**src/rtl/reset_sequencer.sv**
```systemverilog
// Power-on reset sequencer: releases NUM_STAGES reset domains one at a time.
// Each release follows a fixed settle delay. The next domain waits for the
// synchronized ready of the previous one, or for a timeout. A software request
// restarts the whole sequence. timeout_err is sticky until the async reset.
module reset_sequencer #(
  parameter int unsigned NUM_STAGES  = 4,
  parameter int unsigned STAGE_DELAY = 16,
  parameter int unsigned TIMEOUT     = 64,
  parameter int unsigned CNT_BITS    = 8,
  parameter int unsigned SYNC_STAGES = 2,
  localparam int unsigned CurW       = (NUM_STAGES > 1) ? $clog2(NUM_STAGES) : 1
) (
  input  logic                  clk,
  input  logic                  reset,
  input  logic                  sw_reset_req,
  input  logic [NUM_STAGES-1:0] stage_ready,
  output logic [NUM_STAGES-1:0] stage_reset_n,
  output logic                  seq_done,
  output logic                  timeout_err,
  output logic [CurW-1:0]       cur_stage
);

  typedef enum logic [1:0] {StHold, StWaitReady, StDone} state_e;

  localparam logic [CNT_BITS-1:0] DelayLast = CNT_BITS'(STAGE_DELAY - 1);
  localparam logic [CNT_BITS-1:0] TimeoutLast = CNT_BITS'(TIMEOUT - 1);
  localparam logic [CurW-1:0] LastStage = CurW'(NUM_STAGES - 1);

  state_e                state_q, state_d;
  logic [CNT_BITS-1:0]   cnt_q, cnt_d;
  logic [CurW-1:0]       cur_q, cur_d;
  logic [NUM_STAGES-1:0] rst_n_q, rst_n_d;
  logic                  done_q, done_d;
  logic                  terr_q, terr_d;

  logic [NUM_STAGES-1:0] sync_q [SYNC_STAGES];
  logic [NUM_STAGES-1:0] rdy;
  logic                  rdy_cur;

  // Multi-flop synchronizer chain for the asynchronous ready levels.
  always_ff @(posedge clk or posedge reset) begin
    if (reset) begin
      for (int i = 0; i < SYNC_STAGES; i++) begin
        sync_q[i] <= '0;
      end
    end else begin
      sync_q[0] <= stage_ready;
      for (int i = 1; i < SYNC_STAGES; i++) begin
        sync_q[i] <= sync_q[i-1];
      end
    end
  end

  assign rdy     = sync_q[SYNC_STAGES-1];
  assign rdy_cur = rdy[cur_q];

  // Sequencer state and registered outputs.
  always_ff @(posedge clk or posedge reset) begin
    if (reset) begin
      state_q <= StHold;
      cnt_q   <= '0;
      cur_q   <= '0;
      rst_n_q <= '0;
      done_q  <= 1'b0;
      terr_q  <= 1'b0;
    end else begin
      state_q <= state_d;
      cnt_q   <= cnt_d;
      cur_q   <= cur_d;
      rst_n_q <= rst_n_d;
      done_q  <= done_d;
      terr_q  <= terr_d;
    end
  end

  // Next-state logic; the software request overrides every other transition.
  always_comb begin
    state_d = state_q;
    cnt_d   = cnt_q;
    cur_d   = cur_q;
    rst_n_d = rst_n_q;
    done_d  = done_q;
    terr_d  = terr_q;

    case (state_q)
      StHold: begin
        if (cnt_q == DelayLast) begin
          rst_n_d[cur_q] = 1'b1;
          cnt_d          = '0;
          state_d        = StWaitReady;
        end else begin
          cnt_d = cnt_q + 1'b1;
        end
      end
      StWaitReady: begin
        if (rdy_cur || (cnt_q == TimeoutLast)) begin
          // A forced advance is recorded but otherwise behaves like a ready.
          if (!rdy_cur) begin
            terr_d = 1'b1;
          end
          cnt_d = '0;
          if (cur_q == LastStage) begin
            state_d = StDone;
            done_d  = 1'b1;
          end else begin
            cur_d   = cur_q + 1'b1;
            state_d = StHold;
          end
        end else begin
          cnt_d = cnt_q + 1'b1;
        end
      end
      StDone: begin
        state_d = StDone;
      end
      default: begin
        state_d = StHold;
      end
    endcase

    if (sw_reset_req) begin
      state_d = StHold;
      cnt_d   = '0;
      cur_d   = '0;
      rst_n_d = '0;
      done_d  = 1'b0;
    end
  end

  assign stage_reset_n = rst_n_q;
  assign seq_done      = done_q;
  assign timeout_err   = terr_q;
  assign cur_stage     = cur_q;

endmodule

```
**config.mk**
```make
export PLATFORM = sky130hd
export DESIGN_NAME = reset_sequencer
export DESIGN_NICKNAME = d
export VERILOG_FILES = /design/src/rtl/reset_sequencer.sv
export SDC_FILE = /design/constraint.sdc
export NUM_CORES = 1
export LEC_CHECK = 0
export BUFFER_PORTS_ARGS = -buffer_cell sky130_fd_sc_hd__buf_2
export CELL_PAD_IN_SITES_DETAIL_PLACEMENT = 2
export CELL_PAD_IN_SITES_GLOBAL_PLACEMENT = 2
export CORE_MARGIN = 3
export CORE_UTILIZATION = 40
export DETAILED_ROUTE_END_ITERATION = 16
export GPL_ROUTABILITY_DRIVEN = 0
export PLACE_DENSITY_LB_ADDON = 0.1
export SYNTH_ARGS = -nofsm -noshare
export SYNTH_HDL_FRONTEND = slang
export SYNTH_SLANG_ARGS = --single-unit
```
**constraint.sdc**
```tcl
create_clock -name clk -period 5 [get_ports clk]
set_clock_uncertainty 0.2 [all_clocks]
set_input_delay 0.75 -clock clk [delete_from_list [all_inputs] [get_ports clk]]
set_output_delay 0.75 -clock clk [all_outputs]
set_load 0.1 [all_outputs]
```
# Yosys cells after proc, flatten, opt, wreduce, memory -nomap -nowiden
# Cells that the tools add are included.
# Widths: inputs -> output; s select.
# classes
n_addsub	2
multipliers	0
div	0
n_lt_le_gt_ge	2
eq_ne	8
shift	0
muxes	24
n_bitwise	2
reduce_logical	14
# ops
op	n
$mux 8	3
$mux 2	8
$pmux 8 s2	1
$mux 4	3
$reduce_bool 2->1	5
$reduce_and 3->1	3
$add 8x1->8 const B	1
$eq 8x4->1 const B	1
$eq 8x6->1 const B	1
$mux 1	6
$ne 3x3->1 const B	2
$pmux 2 s3	1
$eq 2x2->1 const B	2
$or 4x4->4	1
$reduce_and 2->1	2
$lt 2x3->1 const B	1
$reduce_bool 3->1	1
$add 2x1->2 const B	1
$bmux 1 s2	1
$demux 1 s2	1
$eq 2x1->1 const B	1
$ge 2x1->1 const B	1
$logic_not 2->1	1
$ne 2x2->1 const B	1
3 further kinds	3
# totals
register_bits	26
latchBits	0
ram_bits	0
mem_bits_ro	0
inputBits	7
output_inout_bits	8
wordCells	60
memories	0

# Depth between registers and ports, before layout
# Gate-level depths: netlist of the first run.
# depth
depth_word	8
depth_mapped	6
mapped_depth_nobuf	6

# Worst setup path before layout of the first run
# OpenSTA, ideal clock, no wires.
# synth_timing
kind	register -> register
start	register cur_q[0] (netlist: cur_stage[0])
end	register cnt_q[0]
setup_ns	0.065
t_arrival_ns	2.171
required_time_ns	4.735
slack_ns	2.564
path_stages_with_launch	6
path_buffers	0
synth_period_minus_slack_ns	2.436
path_cell_list	dfrtp_1 mux2_2 a22oi_4 o211ai_2 nor2_1 mux2_2
# synth_between
elab_chain_len	6
# synth_rtl
element	line	text
start: declaration	31	logic [CurW-1:0] cur_q, cur_d;
start signal: assignment	69	cur_q <= cur_d;
$bmux 1 s2	55	assign rdy_cur = rdy[cur_q];
$mux 1 (not written as such)	55	
$logic_or 1x1->1	96	if (rdy_cur || (cnt_q == TimeoutLast)) begin
$mux 8	96	
$pmux 8 s2	85	case (state_q)
$mux 8	121	if (sw_reset_req) begin
end signal: assignment	68	cnt_q <= cnt_d;
end: declaration	30	logic [CNT_BITS-1:0] cnt_q, cnt_d;
# No other way between the ends. The select of a mux whose other input is x is not followed.
# A chain may end at the register's enable or synchronous reset.

# Worst setup path after layout of the first run
# layout_timing
start	register cur_q[0] (netlist: cur_stage[0])
end	output cur_stage[0]
# layout_lines
element	line	text
end: declaration	20	output logic [CurW-1:0] cur_stage
# No word-level cell between the ends.

==> results of run 1 <==
==> worst max path at each step <==
stage	startpoint	end	slack, ns	depth (start not counted)
2_1_floorplan	cur_stage[0]$_DFFE_PP0P_	cnt_q[0]$_DFFE_PP0P_	2.56	5
3_3_place_gp	cnt_q[0]$_DFFE_PP0P_	cur_stage[1]$_DFFE_PP0P_	2.90	6
3_5_place_dp	state_q[1]$_DFFE_PP0P_	cur_stage[1]$_DFFE_PP0P_	2.81	5
4_1_cts	cur_stage[0]$_DFFE_PP0P_	cur_stage[0]	2.68	1
5_1_grt	cur_stage[1]$_DFFE_PP0P_	cur_stage[1]	2.63	1
6_report	cur_stage[0]$_DFFE_PP0P_	cur_stage[0]	2.70	1
==> power by group through the flow <==
stage               Sequential, W  Clock, W  Combinational, W
global placement         0.000222         0         0.0000165
finish                   0.000219  0.000152         0.0000170
floorplan                0.000222         0         0.0000118
global route             0.000220  0.000162         0.0000194
CTS                      0.000219  0.000155         0.0000176
detailed placement       0.000223         0         0.0000174
==> sequential cells by signal, summed over array words and instances, names as in the netlist <==
name and count:
cnt_q 8, cur_stage 2, rdy 4, seq_done 1, stage_reset_n 4, state_q 2, sync_q 4, timeout_err 1
==> logic make-up (layout without fill, tap and decap cells) <==
kind of cell	Yosys count	in the layout	share of synthesized area, %
muxes	7	7	6.054
xor gates and xnor gates	2	2	1.413
and+or+nand+nor	41	41	17.86
buffers and inverters	7	23	2.119
adders and majority gates	5	5	5.045
DFF	26	26	52.47
AOI/OAI and AO/OA	22	22	15.03
==> cell usage in the layout, fill, tap and decap left out <==
master	n
mux2_2	4
a31oi_1	2
nor2b_1	1
nor3b_1	3
or3_1	1
o211ai_2	1
ha_1	5
dfrtp_1	26
a21o_1	2
buf_2	14
nand2b_1	1
nand3_2	1
a2bb2oi_1	1
o21ai_0	1
mux2i_1	3
nand3_1	3
a21oi_4	1
a22oi_4	1
a21oi_1	4
nand4_1	1
nor3_1	2
nand2_1	8
o2bb2ai_1	1
and3b_1	1
a22o_1	5
nor2_1	12
or4_2	1
xor2_1	1
xnor2_1	1
o211ai_1	1
or2_2	2
and3_1	2
bufinv_16	1
or4b_4	1
and3_2	1
o21bai_1	2
inv_1	5
clkbuf_4	3
==> area by class of cell <==
class | count | area, um2
well taps | 31 | 38.79
inverters | 5 | 18.77
repair buffers | 14 | 70.07
fillers | 295 | 1459
multi-input cells | 77 | 563.0
clock buffers | 3 | 22.52
clock inverters | 1 | 30.03
flip-flops and latches | 26 | 650.6
==> metal layers <==
| layer | global-route usage (%) | up-vias |
|---|---|---|
| li1 | - | 419 |
| met1 | 22.82 | 459 |
| met2 | 32.74 | 19 |
| met3 | 2.935 | 9 |
| met4 | 9.697 | 0 |
| met5 | 0 | - |
==> stage by stage <==
| step | hold slack (ns) | util, % | instances | power (W) | setup WS (ns) |
|---|---|---|---|---|---|
| floorplan | 0.1312 | - | 110 | 0.0002336 | 2.564 |
| global placement | 0.1343 | 47.02 | 153 | 0.0002389 | 2.897 |
| detailed placement | 0.1389 | 47.02 | 153 | 0.0002405 | 2.810 |
| CTS | 0.1724 | 48.86 | 157 | 0.0003914 | 2.683 |
| global route | 0.1775 | 48.86 | 157 | 0.0004010 | 2.633 |
| finish | 0.1685 | 48.86 | 157 | 0.0003878 | 2.701 |
==> flow_summary.json, run 1 <==
{
  "synth-edff-count": 0,
  "drt-wirelength-per-cell_um": 19.59,
  "switching_share_pct": 21.89,
  "dieArea_um2": 3804,
  "numCtsBuffers": 3,
  "postCtsHoldBufs": 0,
  "pwr-share-clk_pct": 39.1,
  "drv_slew": 0,
  "yosys.area.top_type": "dfrtp_1",
  "drive_gt1_share_pct": 24.60,
  "root_buffer": "clkbuf_4",
  "path_clk_slew_ns": 0.15,
  "fmax_mhz": 435.0,
  "synth.net_count": 122,
  "start_util_pct": 43.46,
  "hold_path_class": "reg -> reg",
  "die_w_um": 61.68,
  "remaining_drc_errors": 0,
  "setup_tns_ns": 0,
  "critical_path.startpoint_type": "flop",
  "crit_required_ns": 4.05,
  "crit_type": "reg -> out",
  "diodes": 0,
  "cap_violations": 0,
  "synthCells": 110,
  "coreArea_um2": 2853,
  "r2r_setup_slack_ns": 2.77,
  "portBuffers": 14,
  "worstHoldStart": "sync_q[6]$_DFF_PP0_",
  "rsz0062_at_grt": "false",
  "grt_pass1_wl_um": 5037,
  "synth-seq-cells": 26,
  "vias": 906,
  "cpPeakStageDelay_ns": 0.52,
  "crit_arrival_ns": 1.35,
  "setup_viol": 0,
  "grt_max_degree": 27,
  "switchingPower_w": 0.00008487,
  "synthTopCellsByArea": "dfrtp_1 52%, ha_1 5.0%, mux2_2 3.6%",
  "first_iter_violations": 25,
  "r2r_cells": 5,
  "worst-path-buf-inv": 1,
  "design_area_um2": 1394,
  "htreeDepth": 1,
  "cp_cell_sequence": "buf_2",
  "synth_area_per_cell_um2": 11.27,
  "hpwl_um": 2222,
  "placed_area_um2": 1341,
  "grt_overflow": 0,
  "synth_common_cells": "26 x dfrtp_1, 12 x nor2_1, 8 x nand2_1",
  "synth_cell_type_count": 37,
  "insertion_delay_ns": 0.35,
  "wl_met3_um": 89,
  "internal-power_w": 0.0003029,
  "die_y_um": 61.68,
  "yosys_warnings": 0,
  "antenna_left": 0,
  "top_layer": "met4",
  "boundaryPins": 15,
  "cts_buffer_depth": 2,
  "clock_sinks": 26,
  "seq_power_share_pct": 56.5,
  "status": "completed",
  "worst_hold_path.num_cells": 0,
  "route.met2.wl_um": 1506,
  "synth_most_common_cell": "dfrtp_1",
  "grt_pass1_vias": 1007,
  "p_leak_nw": 0.6959,
  "peakVddDrop_mv": 0.1856,
  "post_cts_buffers": 0,
  "worst_path_max_delay_cell": "dfrtp_1",
  "synth_top_flop_cell": "dfrtp_1",
  "critical_path_peak_fanout": 7,
  "routedLengthMet1_um": 1386,
  "min_period_ns": 2.299,
  "routed_wl_um": 3076,
  "async_flop_share_pct": 100.0,
  "row_count": 19,
  "antenna_found_initial": 0,
  "worstMarginPinSlew_ns": 0.9552,
  "p_comb_share_pct": 4.4,
  "slew_headroom_pct": 36.25,
  "timing.rr.start": "state_q[1]$_DFFE_PP0P_",
  "end_kind": "output pin",
  "viasPerCell": 5.771,
  "final_nets": 139,
  "min_to": "rdy[2]$_DFF_PP0_",
  "hold_violations": 0,
  "grtUsageTotal_pct": 19.02,
  "cts_tree": "yes",
  "yosysTopAreaCellShare_pct": 52.47,
  "area_delta_synth_final_pct": 12.41,
  "mappedNetlistArea_um2": 1240,
  "critPathTopFamily": "flip-flops",
  "first_pass_iters": 2,
  "r2r_end": "cnt_q[0]$_DFFE_PP0P_",
  "ys_seq_area_share_pct": 52.47,
  "powerDensity_nw_per_um2": 278.2,
  "period_share_pct": 45.98,
  "ctsResizeCount": 0
}
(Power assumes the default switching activity.)
==> run 2, diff against run 1 <==
--- a/config.mk
+++ b/config.mk
@@ -9,7 +9,7 @@
 export CELL_PAD_IN_SITES_DETAIL_PLACEMENT = 2
 export CELL_PAD_IN_SITES_GLOBAL_PLACEMENT = 2
 export CORE_MARGIN = 3
-export CORE_UTILIZATION = 40
+export CORE_UTILIZATION = 33
 export DETAILED_ROUTE_END_ITERATION = 16
 export GPL_ROUTABILITY_DRIVEN = 0
 export PLACE_DENSITY_LB_ADDON = 0.1
==> constraint.sdc (replaced) <==
create_clock -name clk -period 2.05 [get_ports clk]
set_clock_uncertainty 0.2 [all_clocks]
set_input_delay 0.3075 -clock clk [delete_from_list [all_inputs] [get_ports clk]]
set_output_delay 0.3075 -clock clk [all_outputs]
set_load 0.1 [all_outputs]
==> run 2 against run 1 <==
  * Count of clock-buffer cells in the layout unchanged
  * Global-route usage decreased by 3.7 points
  * Register-to-register slack got worse by 2.7 ns
  * Final cell count increased by 19%
  * Die area is 19% higher
  * Total power rose to 2.6 times the previous value
  * Via count rose by 4.9%
  * Non-clock buffer count rose by 15
  * Core utilization down 3.4 points
  * Sequential power rose by 140%
  * First-iteration DRC count shrank 24%
  * Largest power group unchanged
==> flow_summary.json, run 2 (synthesis gave the netlist of run 1 again) <==
{
  "layout_commonest_cell": "dfrtp_1",
  "first_pass_iters": 4,
  "peakVddDrop_mv": 0.4381,
  "setup_ws_ns": 0.07192,
  "cpPeakStageDelay_ns": 0.58,
  "die_y_um": 67.30,
  "fmax_mhz": 505.5,
  "insertion_delay_ns": 0.27,
  "fillers": 371,
  "htreeDepth": 1,
  "min_period_ns": 1.978,
  "dieArea_um2": 4529,
  "worstHoldStart": "sw_reset_req",
  "start_util_pct": 35.75,
  "remaining_drc_errors": 0,
  "drt-wirelength-per-cell_um": 16.37,
  "cts_buffer_depth": 2,
  "area_delta_synth_final_pct": 27.24,
  "final_nets": 154,
  "grt_pass1_vias": 1044,
  "p_leak_nw": 0.7679,
  "cp_cell_sequence": "nand2b_1 -> or4b_4 -> a21oi_4 -> mux2i_1 -> nor2_1",
  "grt_pass1_wl_um": 5050,
  "largest_reg_flops": 8,
  "clock_sinks": 26,
  "root_buffer": "clkbuf_8",
  "diodes": 0,
  "rsz0062_at_grt": "false",
  "r2r_end": "cur_stage[1]$_DFFE_PP0P_",
  "worst_path_max_delay_cell": "or4b_4",
  "viasPerCell": 5.080,
  "hold_violations": 0,
  "r2r_cells": 5,
  "drv_slew": 0,
  "antenna_left": 0,
  "numCtsBuffers": 3,
  "critical_path.startpoint_type": "flop",
  "worst-path-buf-inv": 0,
  "cts_tree": "yes",
  "row_count": 21,
  "status": "completed",
  "worstMarginPinSlew_ns": 0.4890,
  "boundaryPins": 15,
  "cap_violations": 0,
  "worst_hold_path.num_cells": 2,
  "crit_arrival_ns": 1.94,
  "final_cell_mix": "24 x dfrtp_1, 14 x buf_2, 11 x nor2_1, 10 x buf_4, 7 x nand2_1",
  "first_iter_violations": 19,
  "grtUsageTotal_pct": 15.28,
  "end_kind": "flop",
  "setup_viol": 0,
  "antenna_found_initial": 0,
  "coreArea_um2": 3468,
  "critPathTopFamily": "simple AND/OR/NAND/NOR gates",
  "crit_type": "reg -> reg",
  "finalHoldWorstSlack_ns": 0.1394,
  "vias": 950,
  "setup_tns_ns": 0,
  "crit_required_ns": 2.01,
  "path_clk_slew_ns": 0.09,
  "timing.rr.start": "state_q[1]$_DFFE_PP0P_",
  "powerDensity_nw_per_um2": 650.2,
  "period_share_pct": 96.49,
  "die_w_um": 67.30,
  "portBuffers": 14,
  "post_cts_buffers": 0,
  "slew_headroom_pct": 67.62,
  "routed_wl_um": 3061,
  "grt_max_degree": 27,
  "instances_no_fill": 187,
  "regMostFlops": "cnt_q",
  "drive_gt1_share_pct": 32.62,
  "min_to": "cnt_q[2]$_DFFE_PP0P_",
  "hpwl_um": 2268,
  "grt_overflow": 0,
  "critical_path_peak_fanout": 4,
  "hold_path_class": "in -> reg",
  "r2r_setup_slack_ns": 0.07,
  "pre_cts_slack_ns": 0.05560,
  "dp.cells": 178
}
## run 2: repair_timing
action | 4_1_cts | 5_1_grt
endpoints found under the hold margin | 30 | 0
hold buffers | 5 | 0
resized for setup | 0 | 4
endpoints found under the setup margin | 0 | 6
## run 2: metal layers
metal | share of wire (%) | routed length (um) | track usage, % | vias up
li1 | - | - | - | 450
met1 | 45 | 1374 | 18.07 | 480
met2 | 51 | 1562 | 27.73 | 15
met3 | 2.7 | 84 | 2.995 | 5
met4 | 1.3 | 39 | 4.557 | 0
met5 | 0 | 0 | 0 | -
## run 2: layout make-up
class	instances	area (um2)	share of cell area, %
flip-flops and latches	26	655.6	41.55
clock buffers	3	41.29	2.617
repair buffers	29	195.2	12.37
inverters	5	18.77	1.190
clock inverters	1	30.03	1.903
well taps	46	57.56	3.648
multi-input cells	77	579.3	36.72
## run 2: through the flow
| step | utilization [%] | power (W) | cell area, um2 |
|---|---|---|---|
| global route | 45.49 | 0.001068 | 1578 |
| floorplan | - | 0.0005697 | 1245 |
| detailed placement | 41.52 | 0.0005974 | 1440 |
| finish | 45.49 | 0.001026 | 1578 |
| CTS | 45.02 | 0.001041 | 1562 |
| global placement | 41.52 | 0.0005941 | 1440 |
## run 2: worst max path at each step
stage / endpoint / startpoint / depth (start not counted) / slack, ns
detailed placement: state_q[0]$_DFFE_PP0P_ / cnt_q[0]$_DFFE_PP0P_ / 7 / 0.06
CTS: state_q[0]$_DFFE_PP0P_ / cnt_q[0]$_DFFE_PP0P_ / 7 / 0.03
finish: cur_stage[1]$_DFFE_PP0P_ / state_q[1]$_DFFE_PP0P_ / 5 / 0.07
global route: cnt_q[6]$_DFFE_PP0P_ / cnt_q[5]$_DFFE_PP0P_ / 6 / 0.005
floorplan: cnt_q[0]$_DFFE_PP0P_ / cur_stage[0]$_DFFE_PP0P_ / 5 / 0.04
global placement: state_q[0]$_DFFE_PP0P_ / cnt_q[0]$_DFFE_PP0P_ / 7 / 0.1
## run 2: where the power goes
| part | total (W) | switching, W | leakage, nW | internal [W] |
|---|---|---|---|---|
| sequential | 0.000531 | 0.00000592 | 0.339 | 0.000525 |
| clock | 0.000431 | 0.000169 | 0.0357 | 0.000261 |
| combinational | 0.0000641 | 0.0000330 | 0.394 | 0.0000311 |
==> run 3, diff against run 2 <==
--- a/config.mk
+++ b/config.mk
@@ -12,7 +12,9 @@
 export CORE_UTILIZATION = 33
 export DETAILED_ROUTE_END_ITERATION = 16
 export GPL_ROUTABILITY_DRIVEN = 0
+export HOLD_SLACK_MARGIN = 0.03
 export PLACE_DENSITY_LB_ADDON = 0.1
+export SETUP_SLACK_MARGIN = 0.4
 export SYNTH_ARGS = -nofsm -noshare
 export SYNTH_HDL_FRONTEND = slang
 export SYNTH_SLANG_ARGS = --single-unit
==> run 3 against run 2 <==
  * Register-to-register slack got worse by 0.02 ns
  * Combinational power rose by 25%
  * Wire length rose by 34%
  * Die area did not move
  * Sequential share of layout area fell by 6.0 points
  * Largest cell class is now multi-input combinational cells
==> flow_summary.json, run 3 (synthesis gave the netlist of run 1 again) <==
{
  "status": "completed",
  "end_kind": "flop",
  "setup_tns_ns": 0,
  "rsz0062_at_grt": "true",
  "cts_buffer_depth": 2,
  "drv_slew": 0,
  "period_share_pct": 97.68,
  "antenna_left": 0,
  "drt-wirelength-per-cell_um": 20.17,
  "pre_cts_slack_ns": 0.05725,
  "worstHoldStart": "sw_reset_req",
  "r2r_cells": 9,
  "boundaryPins": 15,
  "remaining_drc_errors": 0,
  "area_delta_synth_final_pct": 48.74,
  "regMostFlops": "cnt_q",
  "antenna_found_initial": 0,
  "final_nets": 170,
  "switching_share_pct": 21.44,
  "hpwl_um": 2178,
  "grt_pass1_vias": 1203,
  "grt_overflow": 0,
  "start_util_pct": 35.75,
  "peakVddDrop_mv": 0.3520,
  "layout_commonest_cell": "dfrtp_1",
  "grtUsageTotal_pct": 20.18,
  "cts_tree": "yes",
  "finalHoldWorstSlack_ns": 0.1434,
  "min_period_ns": 2.002,
  "largest_reg_flops": 8,
  "min_to": "seq_done$_DFFE_PP0P_",
  "routed_wl_um": 4095,
  "r2r_setup_slack_ns": 0.05,
  "first_pass_iters": 4,
  "setup_viol": 0,
  "p_leak_nw": 0.8667,
  "path_clk_slew_ns": 0.10,
  "fmax_mhz": 499.4,
  "coreArea_um2": 3468,
  "r2r_end": "cnt_q[4]$_DFFE_PP0P_",
  "numCtsBuffers": 3,
  "drive_gt1_share_pct": 46.50,
  "hold_path_class": "in -> reg",
  "p_comb_share_pct": 7.6,
  "power_w": 0.001055,
  "dieArea_um2": 4529,
  "first_iter_violations": 53,
  "grt_pass1_wl_um": 6506,
  "vias": 1054,
  "portBuffers": 14,
  "switchingPower_w": 0.0002262,
  "insertion_delay_ns": 0.28,
  "setup_ws_ns": 0.04762,
  "critical_path.startpoint_type": "flop",
  "timing.rr.start": "cnt_q[0]$_DFFE_PP0P_",
  "crit_arrival_ns": 1.95,
  "die_y_um": 67.30,
  "viasPerCell": 5.192,
  "hold_violations": 0,
  "slew_headroom_pct": 67.41,
  "worst_hold_path.num_cells": 2,
  "powerDensity_nw_per_um2": 572.1,
  "grt_max_degree": 27,
  "root_buffer": "clkbuf_8",
  "worstMarginPinSlew_ns": 0.4923,
  "htreeDepth": 1,
  "clock_sinks": 26,
  "crit_type": "reg -> reg",
  "crit_required_ns": 2.00,
  "final_cell_mix": "24 x dfrtp_1, 22 x buf_4, 11 x buf_2, 10 x nor2_1, 6 x nand2_1",
  "internal-power_w": 0.0008289,
  "cap_violations": 0,
  "diodes": 0,
  "critical_path_peak_fanout": 3,
  "pwr-share-clk_pct": 41.8,
  "row_count": 21,
  "seq_power_share_pct": 50.6,
  "die_w_um": 67.30
}
[run 3: changes by cell type in the layout (fill, tap and decap cells not counted), moves of 2 or more]
cell and change:
mux2_2 -2, buf_6 +5, nor2_4 +2, buf_2 -3, nand2_4 +2, buf_4 +12
mux2_4 +2, and3_4 +2
[run 3: what timing repair did]
| item | 4_1_cts | 5_1_grt |
|---|---|---|
| buffers inserted | 13 | 4 |
| endpoints found under the hold margin | 30 | 0 |
| hold buffers | 5 | 0 |
| cloned | 0 | 0 |
| resized for setup | 23 | 7 |
| endpoints found under the setup margin | 18 | 19 |
| pin swaps | 16 | 11 |
[run 3: area by class of cell]
class	instances	area [um2]
inverters	5	18.77
well taps	46	57.56
multi-input cells	77	686.9
clock buffers	3	41.29
clock inverters	1	30.03
repair buffers	45	354.1
flip-flops and latches	26	655.6
fillers	350	1624
[run 3: worst max-delay path, cell delays in order, from the launching register on]
cell and delay [ns]:
dfrtp_1 0.40, ha_4 0.17, buf_4 0.11, buf_6 0.08, and3_4 0.21, nand2_4 0.08
buf_4 0.14, buf_4 0.12, o211ai_1 0.21, a31oi_1 0.15
[run 3: power by group through the flow]
stage / clock network (W) / logic [W] / registers (W)
global placement: 0 / 0.0000535 / 0.000540
detailed placement: 0 / 0.0000550 / 0.000541
CTS: 0.000457 / 0.0000752 / 0.000531
finish: 0.000441 / 0.0000804 / 0.000533
global route: 0.000473 / 0.0000895 / 0.000535
floorplan: 0 / 0.0000301 / 0.000541
[run 3: worst max-delay path by stage]
| stage | startpoint | to | slack, ns |
|---|---|---|---|
| floorplan | cur_stage[0]$_DFFE_PP0P_ | cnt_q[0]$_DFFE_PP0P_ | 0.09 |
| global placement | cnt_q[1]$_DFFE_PP0P_ | cur_stage[1]$_DFFE_PP0P_ | 0.08 |
| detailed placement | cnt_q[1]$_DFFE_PP0P_ | cur_stage[1]$_DFFE_PP0P_ | 0.06 |
| CTS | cnt_q[0]$_DFFE_PP0P_ | cur_stage[1]$_DFFE_PP0P_ | 0.09 |
| global route | cnt_q[1]$_DFFE_PP0P_ | cnt_q[4]$_DFFE_PP0P_ | -0.05 |
| finish | cnt_q[0]$_DFFE_PP0P_ | cnt_q[4]$_DFFE_PP0P_ | 0.05 |
[run 3: per-layer routing]
layer  vias up  routed length (um)  global-route usage (%)
li1        482                   -                       -
met1       542                1698                   25.55
met2        22                2221                   34.60
met3         8                  89                   2.995
met4         0                  85                   7.595
met5         -                   0                       0
[run 3: through the flow]
| stage | instance area (um2) | instances | util, % |
|---|---|---|---|
| 2_1_floorplan | 1255 | 110 | - |
| 3_3_place_gp | 1443 | 177 | 41.59 |
| 3_5_place_dp | 1443 | 177 | 41.59 |
| 4_1_cts | 1762 | 199 | 50.79 |
| 5_1_grt | 1844 | 203 | 53.17 |
| 6_report | 1844 | 203 | 53.17 |
